$ cat src/rtl/axis_pkt_pkg.sv
// Shared definitions for the length-prefixed AXI-Stream packet format.
// The same header layout is used by the packetiser on the transmit side
// and by the parser on the receive side.
//
// Contents:
//   HDR_ID_MSB/LSB   bit range of the 8-bit packet ID in the header word
//   HDR_LEN_MSB/LSB  bit range of the 16-bit payload length in the header word
//   pkt_hdr_t        packed view of a 64-bit header word {id, rsvd, len}
//   parser_state_t   receive FSM states
package axis_pkt_pkg;

   localparam int HDR_ID_MSB  = 63;
   localparam int HDR_ID_LSB  = 56;
   localparam int HDR_LEN_MSB = 15;
   localparam int HDR_LEN_LSB = 0;

   typedef struct packed {
      logic [7:0]  id;
      logic [39:0] rsvd;
      logic [15:0] len;
   } pkt_hdr_t;

   typedef enum logic [1:0] {
      S_HDR  = 2'd0,
      S_PAY  = 2'd1,
      S_DROP = 2'd2
   } parser_state_t;

endpackage

$ cat src/rtl/axis_skid_buffer.sv
// Two-entry skid buffer for a valid/ready stream.
// Data written on a clock edge is presented on the output after that edge,
// giving one cycle of latency, and one word per cycle flows through while
// the consumer keeps i_ready high.
//
// Ports:
//   clk, rst_n     clock, asynchronous active-low reset (empties the buffer)
//   i_data/i_valid producer side, o_ready = buffer not full
//   o_data/o_valid consumer side, i_ready = consumer ready
module axis_skid_buffer #(
   parameter int WIDTH = 65
) (
   input  logic             clk,
   input  logic             rst_n,
   input  logic [WIDTH-1:0] i_data,
   input  logic             i_valid,
   output logic             o_ready,
   output logic [WIDTH-1:0] o_data,
   output logic             o_valid,
   input  logic             i_ready
);

   logic [WIDTH-1:0] r_head;
   logic [WIDTH-1:0] r_tail;
   logic [1:0]       r_count;
   logic             w_push;
   logic             w_pop;

   assign o_ready = (r_count != 2'd2);
   assign o_valid = (r_count != 2'd0);
   assign o_data  = r_head;
   assign w_push  = i_valid && o_ready;
   assign w_pop   = o_valid && i_ready;

   // r_head is always the word on the output. A simultaneous push and pop
   // can only happen with exactly one entry held (push needs a free slot,
   // pop needs an occupied one), so the new word replaces the head directly.
   always_ff @(posedge clk or negedge rst_n) begin
      if (!rst_n) begin
         r_head  <= '0;
         r_tail  <= '0;
         r_count <= 2'd0;
      end else begin
         case ({w_push, w_pop})
            2'b10: begin
               if (r_count == 2'd0) begin
                  r_head <= i_data;
               end else begin
                  r_tail <= i_data;
               end
               r_count <= r_count + 2'd1;
            end
            2'b01: begin
               r_head  <= r_tail;
               r_count <= r_count - 2'd1;
            end
            2'b11: begin
               r_head <= i_data;
            end
            default: begin
            end
         endcase
      end
   end

endmodule

$ cat src/rtl/axi_stream_len_parser.sv
// Receive-side parser for length-prefixed 64-bit AXI-Stream packets.
// Strips the header word, checks ID and length, forwards the payload with a
// regenerated tlast and keeps good-packet and error counters.
//
// Ports:
//   clk, rst_n                  clock, asynchronous active-low reset
//   ena                         accept new packets (looked at only between packets)
//   clear_counters              synchronous clear of pkt_count and err_count
//   in_tdata/tvalid/tlast/tready   upstream stream (header + payload)
//   out_tdata/tvalid/tlast/tready  payload stream with length-correct tlast
//   pkt_len                     length field of the most recent header
//   pkt_count                   good packets forwarded (wraps)
//   err_count                   packets with an error (saturates)
//   err_pulse                   one-cycle pulse per error event
//   busy                        parser is inside a packet
module axi_stream_len_parser
   import axis_pkt_pkg::*;
#(
   parameter logic [7:0] ID          = 8'hF0,
   parameter int         MAX_PKT_LEN = 64,
   parameter int         CNT_WIDTH   = 16
) (
   input  logic                 clk,
   input  logic                 rst_n,
   input  logic                 ena,
   input  logic                 clear_counters,
   input  logic [63:0]          in_tdata,
   input  logic                 in_tvalid,
   input  logic                 in_tlast,
   output logic                 in_tready,
   output logic [63:0]          out_tdata,
   output logic                 out_tvalid,
   output logic                 out_tlast,
   input  logic                 out_tready,
   output logic [15:0]          pkt_len,
   output logic [31:0]          pkt_count,
   output logic [CNT_WIDTH-1:0] err_count,
   output logic                 err_pulse,
   output logic                 busy
);

   parser_state_t        r_state;
   parser_state_t        w_next_state;
   logic [15:0]          r_remaining;
   logic [15:0]          r_pkt_len;
   logic [31:0]          r_pkt_count;
   logic [CNT_WIDTH-1:0] r_err_count;
   logic                 r_err_pulse;

   logic [7:0]           w_hdr_id;
   logic [15:0]          w_hdr_len;
   logic                 w_hdr_bad;
   logic                 w_last_word;
   logic                 w_beat;
   logic                 w_in_tready;
   logic                 w_fwd;
   logic                 w_err_event;
   logic                 w_good_pkt;
   logic                 w_skid_ready;
   logic [64:0]          w_skid_out;

   assign w_hdr_id    = in_tdata[HDR_ID_MSB:HDR_ID_LSB];
   assign w_hdr_len   = in_tdata[HDR_LEN_MSB:HDR_LEN_LSB];
   assign w_hdr_bad   = (w_hdr_id != ID) || (w_hdr_len == 16'd0) ||
                        (w_hdr_len > 16'(MAX_PKT_LEN));
   assign w_last_word = (r_remaining == 16'd1);
   assign w_beat      = in_tvalid && w_in_tready;

   // State register
   always_ff @(posedge clk or negedge rst_n) begin
      if (!rst_n) begin
         r_state <= S_HDR;
      end else begin
         r_state <= w_next_state;
      end
   end

   // Next-state logic. A header carrying tlast is a complete (if faulty)
   // packet, so the parser stays ready for the next header in that case.
   always_comb begin
      w_next_state = r_state;
      case (r_state)
         S_HDR: begin
            if (w_beat) begin
               if (in_tlast) begin
                  w_next_state = S_HDR;
               end else if (w_hdr_bad) begin
                  w_next_state = S_DROP;
               end else begin
                  w_next_state = S_PAY;
               end
            end
         end
         S_PAY: begin
            if (w_beat) begin
               if (in_tlast) begin
                  w_next_state = S_HDR;
               end else if (w_last_word) begin
                  w_next_state = S_DROP;
               end
            end
         end
         S_DROP: begin
            if (w_beat && in_tlast) begin
               w_next_state = S_HDR;
            end
         end
         default: begin
            w_next_state = S_HDR;
         end
      endcase
   end

   // Output decode. Handshake terms are written out per state rather than
   // through w_beat so that in_tready never feeds back into itself.
   // Every faulty packet raises exactly one error event: at its header, at
   // a truncating tlast, or at the word where an overrun is detected (the
   // rest of an overrun packet is then swallowed silently in S_DROP).
   always_comb begin
      w_in_tready = 1'b0;
      w_fwd       = 1'b0;
      w_err_event = 1'b0;
      w_good_pkt  = 1'b0;
      case (r_state)
         S_HDR: begin
            w_in_tready = ena;
            w_err_event = in_tvalid && ena && (w_hdr_bad || in_tlast);
         end
         S_PAY: begin
            w_in_tready = w_skid_ready;
            if (in_tvalid && w_skid_ready) begin
               w_fwd = 1'b1;
               if (in_tlast && w_last_word) begin
                  w_good_pkt = 1'b1;
               end else if (in_tlast || w_last_word) begin
                  w_err_event = 1'b1;
               end
            end
         end
         S_DROP: begin
            w_in_tready = 1'b1;
         end
         default: begin
         end
      endcase
   end

   // Header capture and payload word countdown
   always_ff @(posedge clk or negedge rst_n) begin
      if (!rst_n) begin
         r_pkt_len   <= 16'd0;
         r_remaining <= 16'd0;
         r_err_pulse <= 1'b0;
      end else begin
         if ((r_state == S_HDR) && w_beat) begin
            r_pkt_len   <= w_hdr_len;
            r_remaining <= w_hdr_len;
         end else if (w_fwd) begin
            r_remaining <= r_remaining - 16'd1;
         end
         r_err_pulse <= w_err_event;
      end
   end

   // Statistics counters; a clear wins over an increment in the same cycle
   always_ff @(posedge clk or negedge rst_n) begin
      if (!rst_n) begin
         r_pkt_count <= 32'd0;
         r_err_count <= '0;
      end else if (clear_counters) begin
         r_pkt_count <= 32'd0;
         r_err_count <= '0;
      end else begin
         if (w_good_pkt) begin
            r_pkt_count <= r_pkt_count + 32'd1;
         end
         if (w_err_event && (r_err_count != '1)) begin
            r_err_count <= r_err_count + {{(CNT_WIDTH-1){1'b0}}, 1'b1};
         end
      end
   end

   // tlast is regenerated from the header length, but an early upstream
   // tlast still closes the output packet so downstream never hangs.
   axis_skid_buffer #(
      .WIDTH (65)
   ) u_skid (
      .clk     (clk),
      .rst_n   (rst_n),
      .i_data  ({in_tlast || w_last_word, in_tdata}),
      .i_valid (w_fwd),
      .o_ready (w_skid_ready),
      .o_data  (w_skid_out),
      .o_valid (out_tvalid),
      .i_ready (out_tready)
   );

   assign in_tready = w_in_tready;
   assign out_tdata = w_skid_out[63:0];
   assign out_tlast = w_skid_out[64];
   assign pkt_len   = r_pkt_len;
   assign pkt_count = r_pkt_count;
   assign err_count = r_err_count;
   assign err_pulse = r_err_pulse;
   assign busy      = (r_state != S_HDR);

endmodule

$ cat config.mk
export PLATFORM = sky130hd
export DESIGN_NAME = axi_stream_len_parser
export DESIGN_NICKNAME = d
export VERILOG_FILES = /design/src/rtl/axis_pkt_pkg.sv /design/src/rtl/axis_skid_buffer.sv /design/src/rtl/axi_stream_len_parser.sv
export SDC_FILE = /design/constraint.sdc
export NUM_CORES = 1
export LEC_CHECK = 0
export ABC_AREA = 1
export BUFFER_PORTS_ARGS = -buffer_cell sky130_fd_sc_hd__buf_2
export CAP_MARGIN = 10
export CELL_PAD_IN_SITES_DETAIL_PLACEMENT = 1
export CELL_PAD_IN_SITES_GLOBAL_PLACEMENT = 2
export CORE_MARGIN = 2
export CORE_UTILIZATION = 33
export CTS_CLUSTER_SIZE = 28
export DETAILED_ROUTE_END_ITERATION = 10
export PLACE_DENSITY_LB_ADDON = 0.2
export SETUP_SLACK_MARGIN = 0.4
export SLEW_MARGIN = 20
export SYNTH_ARGS = -nofsm -noshare
export SYNTH_HDL_FRONTEND = slang
export SYNTH_SLANG_ARGS = --single-unit
export TNS_END_PERCENT = 30
$ cat constraint.sdc
create_clock -name clk -period 2.5 [get_ports clk]
set_input_delay 0.375 -clock clk [delete_from_list [all_inputs] [get_ports clk]]
set_output_delay 0.375 -clock clk [all_outputs]
set_load 0.01 [all_outputs]
==> run metrics <==
Root Driver clkbuf_16; Final Hold Fails 0; Arr. time, crit path 2580 ps; Net Sw Frac 34.7%; Worst Hold Class input pin to register; fmax 0.474 GHz; Crit Path Max Fanout 8; number of enable flip-flop cells after synthesis 0; nets 1552; residual DRC count 0; Synth area leader dfrtp_1; Die Wd 183 microns; worst path required time 2970 ps; I/O pins 204; simple logic cell fraction of the synthesized area 25.9%; DRT Pass-1 Iters 4; antenna-violating nets left 0; post-synthesis compound-gate area fraction 8.04%; CORE AREA 0.0316 sq mm; R2R cell count 13; largest net degree at the start of global routing 69; Worst Hold Path Cells 2; Clock Pin Slew Worst Setup and Hold Paths 60 ps; library cells used by synthesis 39; synthesized instance count 1237; port bufs 203; Rel. slew slack 55.3%; kind of critical path register to register; status finished, final reports clean; Most Crowded Layer GR met2; final setup fails 0; H-tree depth 1; GR Overflow Total 0; vias in the first global route 9796; Synth top area share 51.0%; period utilisation layout 84.3%; max_cap viols 0; min Tclk post-route 2110 ps; proportion of synthesized area in mux cells 5.34%; Vias 9349; clock sinks 215; main combinational cell family by area after synthesis simple AND/OR/NAND/NOR gates; sequential element share of the synthesized area 51.0%; DP Worst Slack -75.0 ps; Max clock buf depth 3; initial antenna violation count 4; GP Congestion 0.793; Yosys reg bits 215; vias per cell 4.93; adder-cell area share of the yosys netlist 0.949%; area delta synth->final 28.6%; Post-Route WL 33000 microns; CTS tree yes; die height 183 microns; Starting DRT DRC Count 373; post-layout instance area 0.0136 sq mm; layout cell share with drive strength beyond 1 27.9%; Crit. End Element register; async set-reset flop share out of synthesis 100%; Cells after DPL 1817; Slew Limit Fails 0; clock network fraction of total power 30.8%; Syn Area/Cell 8.53 sq um; fin worst setup slack 392 ps; switching pwr 0.00447 W; RSZ-0062 raised after global routing yes; Yosys warning count 0; synth top area cells dfrtp_1 (51%), nand2_1 (13%), mux2_2 (5.3%); Avg WL per Cell 17.4 microns; VDD IR-drop max 0.519 mV; initial core utilization 33.4%; XOR/XNOR share of the synthesized area 2.41%; setup TNS 0 ps; first-pass GRT wire length 52700 microns; Core Util, Final 43.0%; clk_skew 11.7 ps; Logic pwr share 31.1%; post-DP HPWL 23100 microns; final cell count without fillers 1896; row cnt 65; die area 0.0334 sq mm; Reg power frac 38.1%; Least-Margin Pin Slew 670 ps; top cells by count, synth nand2_1 (361), dfrtp_1 (215), nor2_1 (147), inv_1 (95), a31oi_1 (64); clock buffer count from CTS 27; met1 usage 24.5%; Post-synth top flop dfrtp_1; total global-route track usage 19.6%; count leader, synth nand2_1; CP Launch Type register; post-synth net total 1316; grt met3 use 5.00%; internal power 0.00843 W; power per cell area 951 mW/mm^2; Clock Latency Late Sink 540 ps; Post-Synthesis Cell Area 0.0105 sq mm; DP Area 0.0122 sq mm; GR Layer Usage met2 33.8%; leakage power 6.61 nW
final timing paths:
kind	start	endpoint	slack, ps
max in group asynchronous	rst_n	u_skid.r_tail[48]$_DFFE_PN0P_	1410
hold reg to reg	pkt_len[11]$_DFFE_PN0P_	pkt_len[11]$_DFFE_PN0P_	470
min in group asynchronous	rst_n	pkt_count[17]$_DFFE_PN0P_	350
setup reg to reg	r_remaining[1]$_DFFE_PN0P_	err_count[9]$_DFFE_PN0P_	390
hold / removal	in_tdata[50]	u_skid.r_tail[50]$_DFFE_PN0P_	80
setup / recovery	r_remaining[1]$_DFFE_PN0P_	err_count[9]$_DFFE_PN0P_	390
through the flow:
| step | power (W) | hold WS (ps) |
|---|---|---|
| 3_3_place_gp | 0.00867 | 336 |
| 4_1_cts | 0.0129 | 55.4 |
| 6_report | 0.0129 | 82.9 |
| 2_1_floorplan | 0.00705 | 79.4 |
| 5_1_grt | 0.0138 | 61.5 |
| 3_5_place_dp | 0.00876 | 337 |
what timing repair did:
item                                   4_1_cts  5_1_grt
pin swaps                                    7       32
resized for setup                           19       41
hold buffers                                 1        0
gates cloned                                 0        3
buffers inserted                             8       17
setup endpoints to repair                   51      121
endpoints found under the hold margin       45        0
power by group through the flow:
stage	clock (W)	combinational (W)	sequential (W)
floorplan	0	0.00182	0.00522
global placement	0	0.00372	0.00494
finish	0.00397	0.00402	0.00491
detailed placement	0	0.00379	0.00497
CTS	0.00411	0.00388	0.00493
global route	0.00424	0.00453	0.00504
layout make-up:
| class | instances | area (sq um) |
|---|---|---|
| Sequential cell | 215 | 5380 |
| Multi-Input combinational cell | 870 | 4710 |
| Inverter | 99 | 382 |
| Clock inverter | 7 | 95.1 |
| Clock buffer | 42 | 812 |
| Antenna cell | 1 | 2.50 |
| Tap cell | 402 | 503 |
| Fill cell | 3793 | 18000 |
| Timing Repair Buffer | 260 | 1680 |
sequential cells by signal, indices dropped and copies added, names as in the netlist:
name            cells
u_skid.r_count      2
pkt_len            16
r_remaining        16
pkt_count          32
r_state             2
err_count          16
u_skid.r_tail      65
u_skid.o_data      65
err_pulse           1
logic make-up (layout without fill, tap and decap cells):
group                    Yosys count  count (layout)
other                              0               1
adder cells (fa/ha/maj)            8               8
multiplexers                      50              50
AO/OA/AOI/OAI                    142             142
flip-flops                       215             215
AND/OR/NAND/NOR                  640             641
XOR/XNOR                          29              29
buffers and inverters            153             408
worst max-delay path, cell delays in order (launching register included):
cell,delay (ps)
dfrtp_1,370
inv_2,70
ha_4,120
nand4_1,110
nor4_4,270
buf_4,160
buf_6,90
inv_4,30
ha_4,250
nand2_4,70
nand2_8,150
clkbuf_16,170
nand4_1,70
nand2_1,100
placed cells by master (no fill, tap or decap), types with 4 or more instances in the layout:
master / synthesis / layout
a21oi_1: 15 / 13
buf_4: 4 / 37
o21ai_0: 43 / 39
inv_2: 4 / 8
xnor2_1: 4 / 4
nand2_1: 361 / 357
clkbuf_16: 0 / 29
nor2_1: 147 / 139
inv_1: 95 / 88
buf_12: 0 / 12
a31oi_1: 64 / 64
o21ai_1: 3 / 5
nand3_1: 39 / 37
mux2_2: 50 / 50
nand3_2: 13 / 12
clkbuf_1: 23 / 7
dfrtp_1: 215 / 215
clkbuf_8: 0 / 8
xor2_1: 25 / 25
o211ai_1: 9 / 9
nand4_1: 36 / 36
nor3_1: 30 / 28
nor2_2: 3 / 8
nor2_4: 2 / 5
buf_2: 19 / 202
metal layers:
metal  share of wire, %  vias to the layer above
li1                   -                     4536
met1                 43                     4586
met2                 49                      170
met3                6.0                       49
met4                2.2                        8
met5               0.16                        -
Power figures use the tool's default switching activity.
